**src/rtl/shared_reg_arb_pkg.sv**
```systemverilog
// Shared types and constants for the shared_reg_arb block.
package shared_reg_arb_pkg;

  // Arbiter FSM: IDLE drives no grant, GRANT drives a one-hot grant.
  typedef enum logic [0:0] {
    ST_IDLE  = 1'b0,
    ST_GRANT = 1'b1
  } state_t;

  localparam int unsigned DEFAULT_N_REQ = 4;
  localparam int unsigned DEFAULT_WIDTH = 8;

endpackage

```
**src/rtl/shared_reg_arb_rr_pick.sv**
```systemverilog
// Combinational round-robin picker. The search starts at the index just
// above i_ptr, wraps from N_REQ-1 to 0, and visits i_ptr itself last.
module rr_pick
  import shared_reg_arb_pkg::*;
#(
  parameter  int N_REQ = DEFAULT_N_REQ,
  localparam int PTR_W = $clog2(N_REQ)
) (
  input  logic [N_REQ-1:0] i_req,
  input  logic [PTR_W-1:0] i_ptr,
  output logic [N_REQ-1:0] o_win,
  output logic             o_valid
);

  logic [PTR_W-1:0] idx;

  // First requester found after i_ptr wins; later hits are ignored.
  always_comb begin
    o_win   = '0;
    o_valid = 1'b0;
    idx     = '0;
    for (int off = 1; off <= N_REQ; off++) begin
      idx = PTR_W'((int'(i_ptr) + off) % N_REQ);
      if (!o_valid && i_req[idx]) begin
        o_win[idx] = 1'b1;
        o_valid    = 1'b1;
      end
    end
  end

endmodule

```
**src/rtl/shared_reg_arb.sv**
```systemverilog
// Round-robin arbitrated shared register.
// Optional feature: define SHARED_REG_ARB_LOCK_EN to let a grantee hold its
// grant across captures while i_lock[k] stays high. In the default build
// i_lock is accepted but has no effect.
//
// Handshake: o_gnt[k] is registered. A capture happens at the edge that
// closes a cycle where o_gnt[k]=1 and i_req[k]=1; o_q then shows i_data[k]
// and o_valid pulses for exactly that following cycle. A grantee that has
// dropped i_req[k] by then loses the grant with no capture.
module shared_reg_arb
  import shared_reg_arb_pkg::*;
#(
  parameter  int N_REQ = DEFAULT_N_REQ,
  parameter  int WIDTH = DEFAULT_WIDTH,
  localparam int PTR_W = $clog2(N_REQ)
) (
  input  logic                   i_clk,
  input  logic                   i_rst,
  input  logic                   i_cg,
  input  logic [N_REQ-1:0]       i_req,
  input  logic [N_REQ-1:0]       i_lock,
  input  logic [N_REQ*WIDTH-1:0] i_data,
  output logic [N_REQ-1:0]       o_gnt,
  output logic [WIDTH-1:0]       o_q,
  output logic                   o_valid,
  output state_t                 o_dbg_state,
  output logic [PTR_W-1:0]       o_dbg_ptr
);

  state_t             state_q, state_d;
  logic [N_REQ-1:0]   gnt_q, gnt_d;
  logic [PTR_W-1:0]   ptr_q, ptr_d;
  logic [WIDTH-1:0]   q_q, q_d;
  logic               valid_q, valid_d;

  logic [PTR_W-1:0]   gnt_idx;
  logic [WIDTH-1:0]   sel_data;
  logic               capture;
  logic               lock_hold;
  logic [PTR_W-1:0]   pick_ptr;
  logic [N_REQ-1:0]   pick_win;
  logic               pick_valid;

`ifdef SHARED_REG_ARB_LOCK_EN
  // Lock only matters at a capture, which already implies i_req[k]=1.
  assign lock_hold = |(gnt_q & i_lock);
`else
  logic unused_lock;
  assign unused_lock = ^i_lock;
  assign lock_hold   = 1'b0;
`endif

  // Decode the one-hot grant into an index and the grantee's data lane.
  always_comb begin
    gnt_idx  = '0;
    sel_data = '0;
    for (int k = 0; k < N_REQ; k++) begin
      if (gnt_q[k]) begin
        gnt_idx  = PTR_W'(k);
        sel_data = i_data[k*WIDTH +: WIDTH];
      end
    end
  end

  // A capture moves the pointer to the grantee, so re-arbitration searches
  // from there and the captured requester ends up lowest priority.
  always_comb begin
    capture  = (state_q == ST_GRANT) && |(gnt_q & i_req);
    pick_ptr = capture ? gnt_idx : ptr_q;
  end

  rr_pick #(.N_REQ(N_REQ)) u_rr_pick (
    .i_req   (i_req),
    .i_ptr   (pick_ptr),
    .o_win   (pick_win),
    .o_valid (pick_valid)
  );

  // Next-state, grant, pointer and data computation.
  always_comb begin
    state_d = state_q;
    gnt_d   = gnt_q;
    ptr_d   = ptr_q;
    q_d     = q_q;
    valid_d = 1'b0;
    case (state_q)
      ST_IDLE: begin
        if (pick_valid) begin
          state_d = ST_GRANT;
          gnt_d   = pick_win;
        end
      end
      ST_GRANT: begin
        if (capture) begin
          q_d     = sel_data;
          valid_d = 1'b1;
          ptr_d   = gnt_idx;
          // The grantee still requests, so pick_valid is always set here.
          if (!lock_hold) begin
            gnt_d = pick_win;
          end
        end else if (pick_valid) begin
          gnt_d = pick_win;
        end else begin
          state_d = ST_IDLE;
          gnt_d   = '0;
        end
      end
      default: begin
        state_d = ST_IDLE;
        gnt_d   = '0;
      end
    endcase
  end

  // FSM state and grant register.
  always_ff @(posedge i_clk) begin
    if (i_rst) begin
      state_q <= ST_IDLE;
      gnt_q   <= '0;
    end else if (i_cg) begin
      state_q <= state_d;
      gnt_q   <= gnt_d;
    end else begin
      state_q <= state_q;
      gnt_q   <= gnt_q;
    end
  end

  // Round-robin pointer; reset value gives index 0 first priority.
  always_ff @(posedge i_clk) begin
    if (i_rst) begin
      ptr_q <= PTR_W'(N_REQ - 1);
    end else if (i_cg) begin
      ptr_q <= ptr_d;
    end else begin
      ptr_q <= ptr_q;
    end
  end

  // Shared register; changes only on a capture.
  always_ff @(posedge i_clk) begin
    if (i_rst) begin
      q_q <= '0;
    end else if (i_cg) begin
      q_q <= q_d;
    end else begin
      q_q <= q_q;
    end
  end

  // Update strobe; forced low while the clock gate is closed.
  always_ff @(posedge i_clk) begin
    if (i_rst) begin
      valid_q <= 1'b0;
    end else if (i_cg) begin
      valid_q <= valid_d;
    end else begin
      valid_q <= 1'b0;
    end
  end

  assign o_gnt       = gnt_q;
  assign o_q         = q_q;
  assign o_valid     = valid_q;
  assign o_dbg_state = state_q;
  assign o_dbg_ptr   = ptr_q;

endmodule

```
**config.mk**
```make
export PLATFORM = sky130hd
export DESIGN_NAME = shared_reg_arb
export DESIGN_NICKNAME = d
export VERILOG_FILES = /design/src/rtl/shared_reg_arb_pkg.sv /design/src/rtl/shared_reg_arb_rr_pick.sv /design/src/rtl/shared_reg_arb.sv
export SDC_FILE = /design/constraint.sdc
export NUM_CORES = 1
export LEC_CHECK = 0
export CAP_MARGIN = 10
export CORE_MARGIN = 2
export CORE_UTILIZATION = 41
export CTS_CLUSTER_SIZE = 14
export DETAILED_ROUTE_END_ITERATION = 10
export GPL_TIMING_DRIVEN = 0
export PLACE_DENSITY = 0.89
export SYNTH_ARGS = -nofsm -noshare
export SYNTH_HDL_FRONTEND = slang
export SYNTH_SLANG_ARGS = --single-unit
```
**constraint.sdc**
```tcl
create_clock -name i_clk -period 4 [get_ports i_clk]
set_clock_uncertainty 0.15 [all_clocks]
set_input_delay 1.2 -clock i_clk [delete_from_list [all_inputs] [get_ports i_clk]]
set_output_delay 1.2 -clock i_clk [all_outputs]
set_load 0.02 [all_outputs]
```
==> run metrics <==
status=completed; placed cells=245; ANT nets after route=0; routed length per placed instance=15.08 µm; wire length on met1=1.646 mm; cts bufs inserted=3; DR WL met3=162 µm; Syn. warnings=0; Die W=between 50 and 60 µm; CP Capture Type=flop; min cycle time layout=slightly below 4 ns; vias per cell=about 5.6; met2 WL=1.916 mm; die area=0.003598 mm²; Top Metal Used=met4; share of post-route cells with drive strength above 1=12.56%; Synth top area share=24.93%; Starting Density=a little over two fifths; Placeable Area=~0.0030 mm²; CP delay by family, top=compound AO/OA/AOI/OAI gates; Final HPWL DP=about 2.9 mm; Startpoint Class=input pin; VDD IR-drop max=0.1031 mV; Max Cap Viol=0; FMAX=0.2576 GHz; Reg clk slew, reported paths=0.10 ns; TritonCTS clock tree=yes; count of state elements after synthesis=16; first-pass GRT wire length=5.892 mm; total wire length=3.784 mm; static leakage=0.7004 nW; CP Cell Sequence=dlygate4sd2_1 > a22o_4 > o21a_4 > o21ai_4 > inv_2 > ha_4 > mux4_2 > mux2i_4 > o21ai_0 > a31o_2 > a221o_1; Critical Path Max Stage Delay=0.33 ns; 1st-pass router iterations=4; Diodes inserted=0; syn_area_per_cell=between 8 and 9 µm²; Worst Tran Pin Value=0.7863 ns; largest net degree at the start of global routing=11; I/O Pins=59; nets=258; Rows=20; Clock Tree Buf Depth=2; Worst EP arrival=3.91 ns; Syn Std Cell Area=0.001285 mm²; GR Util All Layers=21.15%; Tot Pwr=0.4991 mW; Area contributors post-synth=dfxtp_1 (25%), ha_1 (6.8%), nor2_1 (6.7%); Post-synth EDFFs=0; count of cell types in the netlist=50; peak fanout along the critical path=9; PortBufs=52; Clk Latency, worst-skew pair=0.28 ns; drt drc=0; CP required=around 4.0 ns; vias in the first global route=around 1.3k; Finish-stage setup viols=0; grt total ovfl=0; Pwr per Cell Area=258.2 mW/mm²; vias=roughly 1.4k; gpl congestion=0.9424; final period utilization=97.05%; Area Overhead vs Synth=50.44%; initial antenna violation count=0; Fill cells=255; CP bufs+invs=2; Synth Net Count=roughly 200; Synth async-reset ratio=0%; Hold Path Class=flop to flop; htree depth=1; Starting DRT DRC Count=46; hold buffer count at cts=0; commonest cells in the netlist=nor2_1 (23), dfxtp_1 (16), a22oi_1 (9), nand2_1 (9); Synth Instances=roughly 150; RSZ-0062 raised after global routing=false; clk sink count=16; CP max-delay cell=dlygate4sd2_1; Final Hold Viols=0; Die Ht=59.99 µm; final non-filler cell total=251; fin. max-slew vios=0; Relative slew margins=47.44%; most common cell in the netlist=nor2_1; post-synthesis sequential area ratio=24.93%; Post-synth top flop=dfxtp_1; Synth area leader=dfxtp_1; Worst Setup Path Type=input pin to flop; root buffer cell=clkbuf_4
[tightest hold or removal path: stages (launching register included)]
cell and delay, ns:
dfxtp_1 0.32, nor2_1 0.09, a211oi_1 0.05
[cells by family after synthesis]
group	share of synthesized area (%)
buf+inv	4.771
flops	24.93
simple gates	20.84
compound gates	35.44
fa+ha+maj	6.816
mux	7.206
[report_power, final]
part	switching, mW	internal, mW	total, mW
logic	0.103	0.108	0.211
registers	0.0123	0.168	0.180
clock network	0.0531	0.0554	0.108
[cell usage in the layout, fill, tap and decap left out, drive strengths merged, types with 2 or more instances in the layout]
master / instances
nor2: 24
a22oi: 9
o21ai: 7
nand2: 9
nand3: 4
mux2i: 2
a22o: 2
clkbuf: 9
dlygate4sd2: 2
dfxtp: 16
ha: 7
inv: 5
a221oi: 8
buf: 5
nor3: 3
a221o: 3
mux4: 2
and2: 3
a211o: 2
clkdlybuf4s50: 50
nand2b: 2
o211ai: 4
o21a: 3
a211oi: 8
[final timing paths]
kind,start,to,slack [ns],cells after the start
max,i_req[1],o_gnt[3]$_SDFFE_PP0P_,0.12,11
min,o_q[7]$_SDFFE_PP0P_,o_q[7]$_SDFFE_PP0P_,0.35,2
max reg2reg,o_gnt[0]$_SDFFE_PP0P_,o_gnt[3]$_SDFFE_PP0P_,0.95,10
min reg2reg,o_q[7]$_SDFFE_PP0P_,o_q[7]$_SDFFE_PP0P_,0.35,2
[through the flow]
step | setup TNS (ns) | hold WS [ns] | setup WS [ns] | utilization [%] | cell area [µm²]
global placement | -2.166 | 0.3351 | -0.6010 | 61.45 | 1861
floorplan | 0 | 0.4209 | 0.1642 | - | 1285
detailed placement | -2.275 | 0.3399 | -0.6239 | 61.45 | 1861
CTS | 0 | 0.3533 | 0.05376 | 62.77 | 1901
finish | 0 | 0.3548 | 0.1179 | 63.84 | 1933
global route | 0 | 0.3913 | 0.008626 | 63.84 | 1933
[metal layers]
layer  vias to the layer above  global-route usage, %
met5                         -                      0
met4                         0                  6.349
met3                         6                  2.814
met2                        44                  34.94
met1                       671                  28.48
li1                        697                      -
[layout make-up]
cell class	count	area (µm²)	share of cell area, %
multi-input cells	120	927.1	47.96
repair buffers	54	533.0	27.57
flip-flops and latches	16	320.3	16.57
well taps	44	55.05	2.848
plain buffers	8	40.04	2.071
clock buffers	4	36.28	1.877
inverters	5	21.27	1.100
[flip-flops by register name, summed over array words and instances (netlist names)]
| signal | cells |
|---|---|
| o_gnt | 4 |
| o_dbg_state | 1 |
| o_valid | 1 |
| o_dbg_ptr | 2 |
| o_q | 8 |
[repair_timing]
action                     in CTS  in global routing
pin swaps                       2                  0
buffers inserted                1                  1
gates resized for setup         4                  2
setup endpoints to repair       4                  3
hold endpoints to repair        0                  0
gates cloned                    0                  0
No activity file was read; power rests on OpenSTA's default activity.
